===== config.mk =====
export PLATFORM = sky130hd
export DESIGN_NAME = add_sub4
export DESIGN_NICKNAME = d
export VERILOG_FILES = /design/src/rtl/add_sub4.sv
export SDC_FILE = /design/constraint.sdc
export NUM_CORES = 1
export LEC_CHECK = 0
export ABC_CLOCK_PERIOD_IN_PS = 800
export CORE_AREA = 2 2 39 41
export CTS_CLUSTER_DIAMETER = 80
export DETAILED_ROUTE_END_ITERATION = 8
export DIE_AREA = 0 0 41 43
export GPL_ROUTABILITY_DRIVEN = 0
export PLACE_DENSITY_LB_ADDON = 0.2
export SLEW_MARGIN = 20
export SYNTH_ARGS = -nofsm -noshare
export SYNTH_HDL_FRONTEND = slang
export SYNTH_SLANG_ARGS = --single-unit
export TNS_END_PERCENT = 5

===== constraint.sdc =====
create_clock -name clk -period 0.8 [get_ports clk]
set_input_delay 0.08 -clock clk [delete_from_list [all_inputs] [get_ports clk]]
set_output_delay 0.08 -clock clk [all_outputs]
set_load 0.02 [all_outputs]

===== src/rtl/add_sub4.sv =====
// add_sub4: registered 4-bit two's-complement adder/subtractor (a+b+c_in or a-b-c_in).
// Latency 1 cycle, one result per cycle; no handshake, so every edge captures new inputs.
// No backpressure: the output register is overwritten each edge; rst clears it asynchronously.
//
// Ports:
//   clk   in   rising-edge clock
//   rst   in   asynchronous active-high reset, clears all outputs immediately
//   op    in   0 = add, 1 = subtract
//   a     in   [3:0] operand A, signed
//   b     in   [3:0] operand B, signed
//   c_in  in   carry-in when adding, borrow-in when subtracting
//   sum   out  [3:0] registered result, low 4 bits
//   c_out out  registered raw carry out of bit 3 (for subtract: 1 = no borrow)
//   ovf   out  registered signed-overflow flag
module add_sub4 (
  input  logic       clk,
  input  logic       rst,
  input  logic       op,
  input  logic [3:0] a,
  input  logic [3:0] b,
  input  logic       c_in,
  output logic [3:0] sum,
  output logic       c_out,
  output logic       ovf
);

  logic [3:0] w_b_eff;
  logic [4:0] w_c;
  logic [3:0] w_s;

  logic [3:0] r_sum;
  logic       r_c_out;
  logic       r_ovf;

  // Subtraction is a + ~b + 1; the "+1" rides on the carry-in, and a borrow-in
  // removes it again, hence op ^ c_in.
  assign w_b_eff = b ^ {4{op}};
  assign w_c[0]  = op ^ c_in;

  for (genvar i = 0; i < 4; i++) begin : g_fa
    assign w_s[i]   = a[i] ^ w_b_eff[i] ^ w_c[i];
    assign w_c[i+1] = (a[i] & w_b_eff[i]) | (a[i] & w_c[i]) | (w_b_eff[i] & w_c[i]);
  end

  always_ff @(posedge clk or posedge rst) begin
    if (rst) begin
      r_sum   <= 4'd0;
      r_c_out <= 1'b0;
      r_ovf   <= 1'b0;
    end else begin
      r_sum   <= w_s;
      r_c_out <= w_c[4];
      // Carries into and out of the sign bit disagree exactly on signed overflow.
      r_ovf   <= w_c[4] ^ w_c[3];
    end
  end

  assign sum   = r_sum;
  assign c_out = r_c_out;
  assign ovf   = r_ovf;

endmodule


Word level (Yosys, flattened, before mapping)
Cells that the tools add are included.

storage, ports and cells
  word-level logic and storage cells = 34
  output and inout port bits = 6
  flip-flop bits (word level) = 6
  input port bits = 12

cells by class
  bitwise logic cells = 31

operator list
  cell       number
  1-bit AND  12
  1-bit XOR  10
  1-bit OR   8
  4-bit XOR  1

Longest topological paths before layout
Gate-level depths: netlist (run 1).

  depth after elaboration = 14
  depth in mapped cells = 9
  gate-level depth less buffers = 8

Least setup slack after synthesis (run 1)
OpenSTA, ideal clock, no wires.

  path type = input to register
  from = input port op
  to = register r_sum[3] (netlist: sum[3])
  data arrival time = 1.834 ns
  buffers on the path = 1
  setup slack = -1.170 ns
  stages = 8
  data required time = 0.664 ns
  library setup time = 0.136 ns
  cells stage by stage = buf_6 -> xor2_1 -> fa_1 -> inv_1 -> fa_1 -> fa_1 -> inv_1 -> fa_1

between the ends
  cells in the longest elaborated chain, start to end = 11
  elaborated cells between the ends (all ways) = 19
  those cells by class = bitwise: 19

ends and longest elaborated chain
  what                                    RTL line  source
  start: declaration                      18        input logic op,
  4-bit XOR or 1-bit XOR (tied branches)  37, 38
  1-bit AND                               42        assign w_c[i+1] = (a[i] & w_b_eff[i]) | (a[i] & w_c[i]) | (w_b_eff[i] & w_c[i]);
  1-bit OR (2 in a row)                   42
  1-bit AND                               42
  1-bit OR (2 in a row)                   42
  1-bit AND                               42
  1-bit OR (2 in a row)                   42
  1-bit XOR *                             41        assign w_s[i] = a[i] ^ w_b_eff[i] ^ w_c[i];
  net w_s[3]                              29        logic [3:0] w_s;
  end signal: assignment                  51        r_sum <= w_s;
  end: declaration                        31        logic [3:0] r_sum;

Mark *: on every way through the listed nets, which the timed path passes. The rest lies on a longest branch.

Worst setup path after layout (run 1)
  from = input port c_in
  to = register r_sum[3] (netlist: sum[3])

between the ends
  cells in the longest elaborated chain, start to end = 11
  elaborated cells between the ends (all ways) = 14
  those cells by class = bitwise: 14

ends and longest elaborated chain
  what                RTL line  source
  start: declaration  21        input logic c_in,
  1-bit XOR *         38        assign w_c[0] = op ^ c_in;
  1-bit AND           42
  1-bit OR            42
  1-bit OR *          42
  1-bit AND           42
  1-bit OR            42
  1-bit OR *          42
  1-bit AND           42
  1-bit OR            42
  1-bit OR *          42
  1-bit XOR *         41
  net w_s[3]          29

Marked as above.

==> results of run 1 <==
logic make-up after synthesis:
group,Yosys count,synth area share [%]
adder cells (fa/ha/maj),4,25.0
flip-flops,6,46.9
buffers and inverters,8,11.7
XOR/XNOR,6,16.4
sequential cells by signal, summed over array words and instances, names as in the netlist:
register and flops:
c_out 1, ovf 1, sum 4
cell usage in the layout (no fill, tap or decap):
cell / count
buf_4: 3
buf_12: 1
dfrtp_1: 6
clkdlybuf4s50_1: 5
fa_2: 4
dlymetal6s2s_1: 1
xnor2_2: 1
xor2_1: 1
xnor2_1: 2
xor2_2: 1
dlygate4sd2_1: 2
buf_8: 1
clkbuf_4: 3
inv_1: 3
buf_2: 7
inv_2: 4
xor2_4: 1
area by class of cell:
type,count,area share [%]
Multi-Input combinational cell,10,31.1
Timing Repair Buffer,20,30.4
Sequential cell,6,26.4
Inverter,7,4.63
Clock buffer,3,3.96
Tap cell,16,3.52
worst paths after layout:
| check | cells after the start | end | slack (ps) |
|---|---|---|---|
| worst min-delay path | 2 | sum[2] | 50 |
| max in group asynchronous | 2 | c_out | 570 |
| min in group clk | 2 | sum[0] | 290 |
| worst max-delay path | 8 | sum[3] | -870 |
routing by layer:
layer	wire (um)	vias up	share of wire [%]	global-route usage, %
met5	0	-	0	0
met1	143	100	27	5.07
met2	323	12	61	11.9
met3	65	0	12	0
met4	0	0	0	10.0
li1	-	106	-	-
where the power goes:
part	total, mW	internal, mW	switching [mW]
Clock	0.261	0.169	0.0928
Sequential	0.397	0.383	0.0146
Combinational	0.438	0.202	0.236
Total	1.10	0.753	0.343
through the flow:
stage               power [mW]  utilization, %  setup TNS (ps)  worst slack, ps  instance area [um2]
floorplan                0.636               -           -4540            -1090                  330
global placement         0.871            37.9           -8430            -1600                  524
detailed placement       0.885            37.9           -8800            -1680                  524
CTS                       1.09            38.2           -3960             -986                  529
global route              1.17            41.0           -3580             -902                  568
finish                    1.10            41.0           -3280             -869                  568
repair_timing:
| action | 4_1_cts | 5_1_grt |
|---|---|---|
| resized for setup | 47 | 9 |
| buffers inserted | 0 | 1 |
| pin swaps | 6 | 6 |
| gates cloned | 0 | 0 |
| setup endpoints to repair | 12 | 11 |
==> impl_metrics.json, run 1 <==
{
  "numPortBuffers": 17,
  "violations": "negative setup slack",
  "fillers": 129,
  "drc": 0,
  "maxCapViolations": 0,
  "hold_buffers": 0,
  "cts_tree": "yes",
  "grt_pass1_wl_um": 738,
  "dp_hpwl_um": 462,
  "cp_common_cell": "fa_2",
  "worst_pin_slew_ps": 206,
  "antennaDiodeCount": 0,
  "vias": 218,
  "synth_area_leaders": "dfrtp_1, fa_1, inv_1",
  "critPathBufInv": 3,
  "synth_nets": 40,
  "criticalPathCategory": "input pin to flop",
  "drive_gt1_share_pct": 56.5,
  "initial_core_util_pct": 23.1,
  "setup_viol": 11,
  "die_area_mm2": 0.00176,
  "synth.avg_cell_area_um2": 13.3,
  "rsz0062_at_grt": "true",
  "final_max_slew_viol_count": 0,
  "dpl.cell_count": 58,
  "viasPerCell": 3.52,
  "status": "complete, but fails checks",
  "netlist.area_leader.share_pct": 46.9,
  "endpoint_kind": "flop",
  "coreArea_mm2": 0.00138,
  "wire_per_inst_um": 8.58,
  "cp_cell_sequence": "buf_8 -> xor2_4 -> fa_2 -> inv_2 -> fa_2 -> fa_2 -> inv_2 -> fa_2",
  "htree_num_levels": 1,
  "synth-edff-count": 0,
  "synth_cell_types": 6,
  "grt_max_degree": 7,
  "slew_headroom_pct": 86.2,
  "yosysTopAreaCell": "dfrtp_1",
  "p_per_area_mw_per_mm2": 1930,
  "yosysMostFrequentCell": "inv_1",
  "worstPathMaxFanout": 2,
  "die_width_um": 41,
  "routed_wl_um": 532,
  "cts_buffers": 3,
  "grt-ovfl-total": 0,
  "rows": 14,
  "startpoint_type": "input pin",
  "fin_cells": 62,
  "whs_ps": 51.2,
  "ys_seq_area_share_pct": 46.9,
  "syn2layout_area_growth_pct": 77.3,
  "ant_nets": 0,
  "drt-initial-drc-count": 0,
  "period_minus_slack_ps": 1670,
  "io-pin-count": 18,
  "drtPass1Iterations": 1,
  "seq_area_um2": 150,
  "cts.clk_slew.worst_paths_ps": 40,
  "max_stage_delay_ps": 410,
  "multiInputGateArea_um2": 176,
  "cp_top_family": "adder cells",
  "required_ps": 910,
  "async_flop_share_pct": 100,
  "netlist_top_cells_count": "inv_1, dfrtp_1, fa_1",
  "vdd_ir_drop_max_v": 0.000606,
  "finalWorstSetupSlack_ps": -869,
  "track_usage_pct": 6.93,
  "die_h_um": 43,
  "synth_warnings": 0,
  "finalHoldViolCount": 0,
  "fmax_mhz": 599,
  "synth_cells": 24,
  "slowest_stage": "fa_2",
  "hold_class": "input pin to async pin",
  "fin_crit_sh_pct": 209,
  "p_leak_nw": 0.274,
  "syn_area_um2": 320,
  "arrival_ps": 1770,
  "clock_path_buffers": 2,
  "ys_seq_elements": 6,
  "cts_sinks": 6,
  "final_nets": 64,
  "grt_antenna_before_repair": 0,
  "crit_path_start": "c_in",
  "cts_root_buffer": "clkbuf_4",
  "ys.flop_type": "dfrtp_1",
  "grt_pass1_vias": 220
}
(Power assumes the default switching activity.)
==> inputs of run 2 (changes only) <==
Settings changed: CORE_AREA 2 2 39 41 to 3 3 40 42, DIE_AREA 0 0 41 43 to 0 0 43 45.
==> impl_metrics.json, run 2 (synthesis gave the netlist of run 1 again) <==
{
  "initial_core_util_pct": 24.9,
  "rsz0062_at_grt": "true",
  "rows": 13,
  "period_minus_slack_ps": 1680,
  "cp_top_family": "adder cells",
  "final_area_um2": 559,
  "io-pin-count": 18,
  "track_usage_pct": 6.93,
  "vias": 212,
  "required_ps": 910,
  "p_per_area_mw_per_mm2": 1940,
  "wire_per_inst_um": 9.37,
  "final_nets": 63,
  "critPathBufInv": 3,
  "criticalPathCategory": "input pin to flop",
  "cts.clk_slew.worst_paths_ps": 40,
  "numPortBuffers": 17,
  "die_area_mm2": 0.00194,
  "setup_viol": 11,
  "worst_pin_slew_ps": 230,
  "cts_root_buffer": "clkbuf_4",
  "worstPathMaxFanout": 2,
  "maxCapViolations": 0,
  "die_h_um": 45,
  "cp_common_cell": "fa_2",
  "most-common-layout-cells": "buf_2, dfrtp_1, clkdlybuf4s50_1, inv_2, fa_2",
  "cp_cell_sequence": "buf_8 -> xor2_4 -> fa_2 -> inv_2 -> fa_2 -> fa_2 -> inv_2 -> fa_2",
  "fin_setup_tns_ps": -3310,
  "endpoint_kind": "flop",
  "grt-ovfl-total": 0,
  "final_max_slew_viol_count": 0,
  "hold_class": "input pin to async pin",
  "violations": "negative setup slack",
  "fmax_mhz": 597,
  "max_stage_delay_ps": 410,
  "die_width_um": 43,
  "htree_num_levels": 1,
  "drc": 0,
  "vdd_ir_drop_max_v": 0.000636,
  "drive_gt1_share_pct": 55.6,
  "grt_pass1_wl_um": 924,
  "drt-initial-drc-count": 0,
  "p_leak_nw": 0.269,
  "fin_crit_sh_pct": 209,
  "status": "complete, but fails checks",
  "cts_buffers": 3,
  "finalHoldViolCount": 0,
  "grt_pass1_vias": 265,
  "final_common_cell": "buf_2",
  "grt_antenna_before_repair": 0,
  "largest_reg_flops": 4,
  "cts_sinks": 6,
  "routed_wl_um": 562,
  "grt_max_degree": 7,
  "syn2layout_area_growth_pct": 74.6,
  "startpoint_type": "input pin",
  "postCtsSetupRepairBufs": 0,
  "slew_headroom_pct": 84.5,
  "clock_path_buffers": 2,
  "hold_buffers": 0,
  "arrival_ps": 1780,
  "coreArea_mm2": 0.00128,
  "slowest_stage": "fa_2",
  "antennaDiodeCount": 0,
  "fillers": 133,
  "dpl_cell_area_um2": 523,
  "drtPass1Iterations": 1,
  "ant_nets": 0,
  "dp_hpwl_um": 520,
  "viasPerCell": 3.53,
  "finalWorstSetupSlack_ps": -875,
  "cts_tree": "yes"
}
==> run 2: metal layers <==
| layer | vias up | routed length (um) | GRT usage (%) |
|---|---|---|---|
| met4 | 0 | 0 | 9.04 |
| met2 | 12 | 329 | 13.2 |
| met5 | - | 0 | 0 |
| met3 | 0 | 66 | 0.797 |
| met1 | 95 | 165 | 5.28 |
| li1 | 105 | - | - |
==> run 2: how the worst max path moves through the flow <==
| stage | startpoint | endpoint | depth (start not counted) |
|---|---|---|---|
| 2_1_floorplan | op | sum[3] | 8 |
| 3_3_place_gp | op | sum[3] | 8 |
| 4_1_cts | op | sum[3] | 8 |
| 3_5_place_dp | op | sum[3] | 8 |
| 5_1_grt | op | sum[3] | 8 |
| 6_report | c_in | sum[3] | 8 |
==> run 2: power by group <==
part	switching [mW]	leakage [nW]	internal, mW
combinational	0.237	0.185	0.195
sequential	0.0147	0.0699	0.383
clock	0.0890	0.0138	0.168
==> run 2: what timing repair did <==
| item | CTS | global route |
|---|---|---|
| setup endpoints to repair | 12 | 11 |
| hold endpoints to repair | 0 | 0 |
| pin swaps | 6 | 7 |
| resized for setup | 47 | 9 |
==> run 2: cell type report <==
cell class / count / area, um2 / share of cell area, %
multi-input cells: 10 / 176 / 31.5
clock buffers: 3 / 22.5 / 4.03
inverters: 7 / 26.3 / 4.70
well taps: 15 / 18.8 / 3.36
repair buffers: 19 / 165 / 29.5
flip-flops and latches: 6 / 150 / 26.8
==> run 2: through the flow <==
stage | util, % | total power, mW | cells | worst slack [ps] | hold slack, ps
2_1_floorplan | - | 0.636 | 24 | -1090 | -129
3_3_place_gp | 40.7 | 0.872 | 57 | -1600 | 299
3_5_place_dp | 40.7 | 0.890 | 57 | -1680 | 300
4_1_cts | 41.1 | 1.10 | 60 | -982 | 53.8
5_1_grt | 43.5 | 1.16 | 60 | -933 | 94.7
6_report | 43.5 | 1.09 | 60 | -875 | 54.2
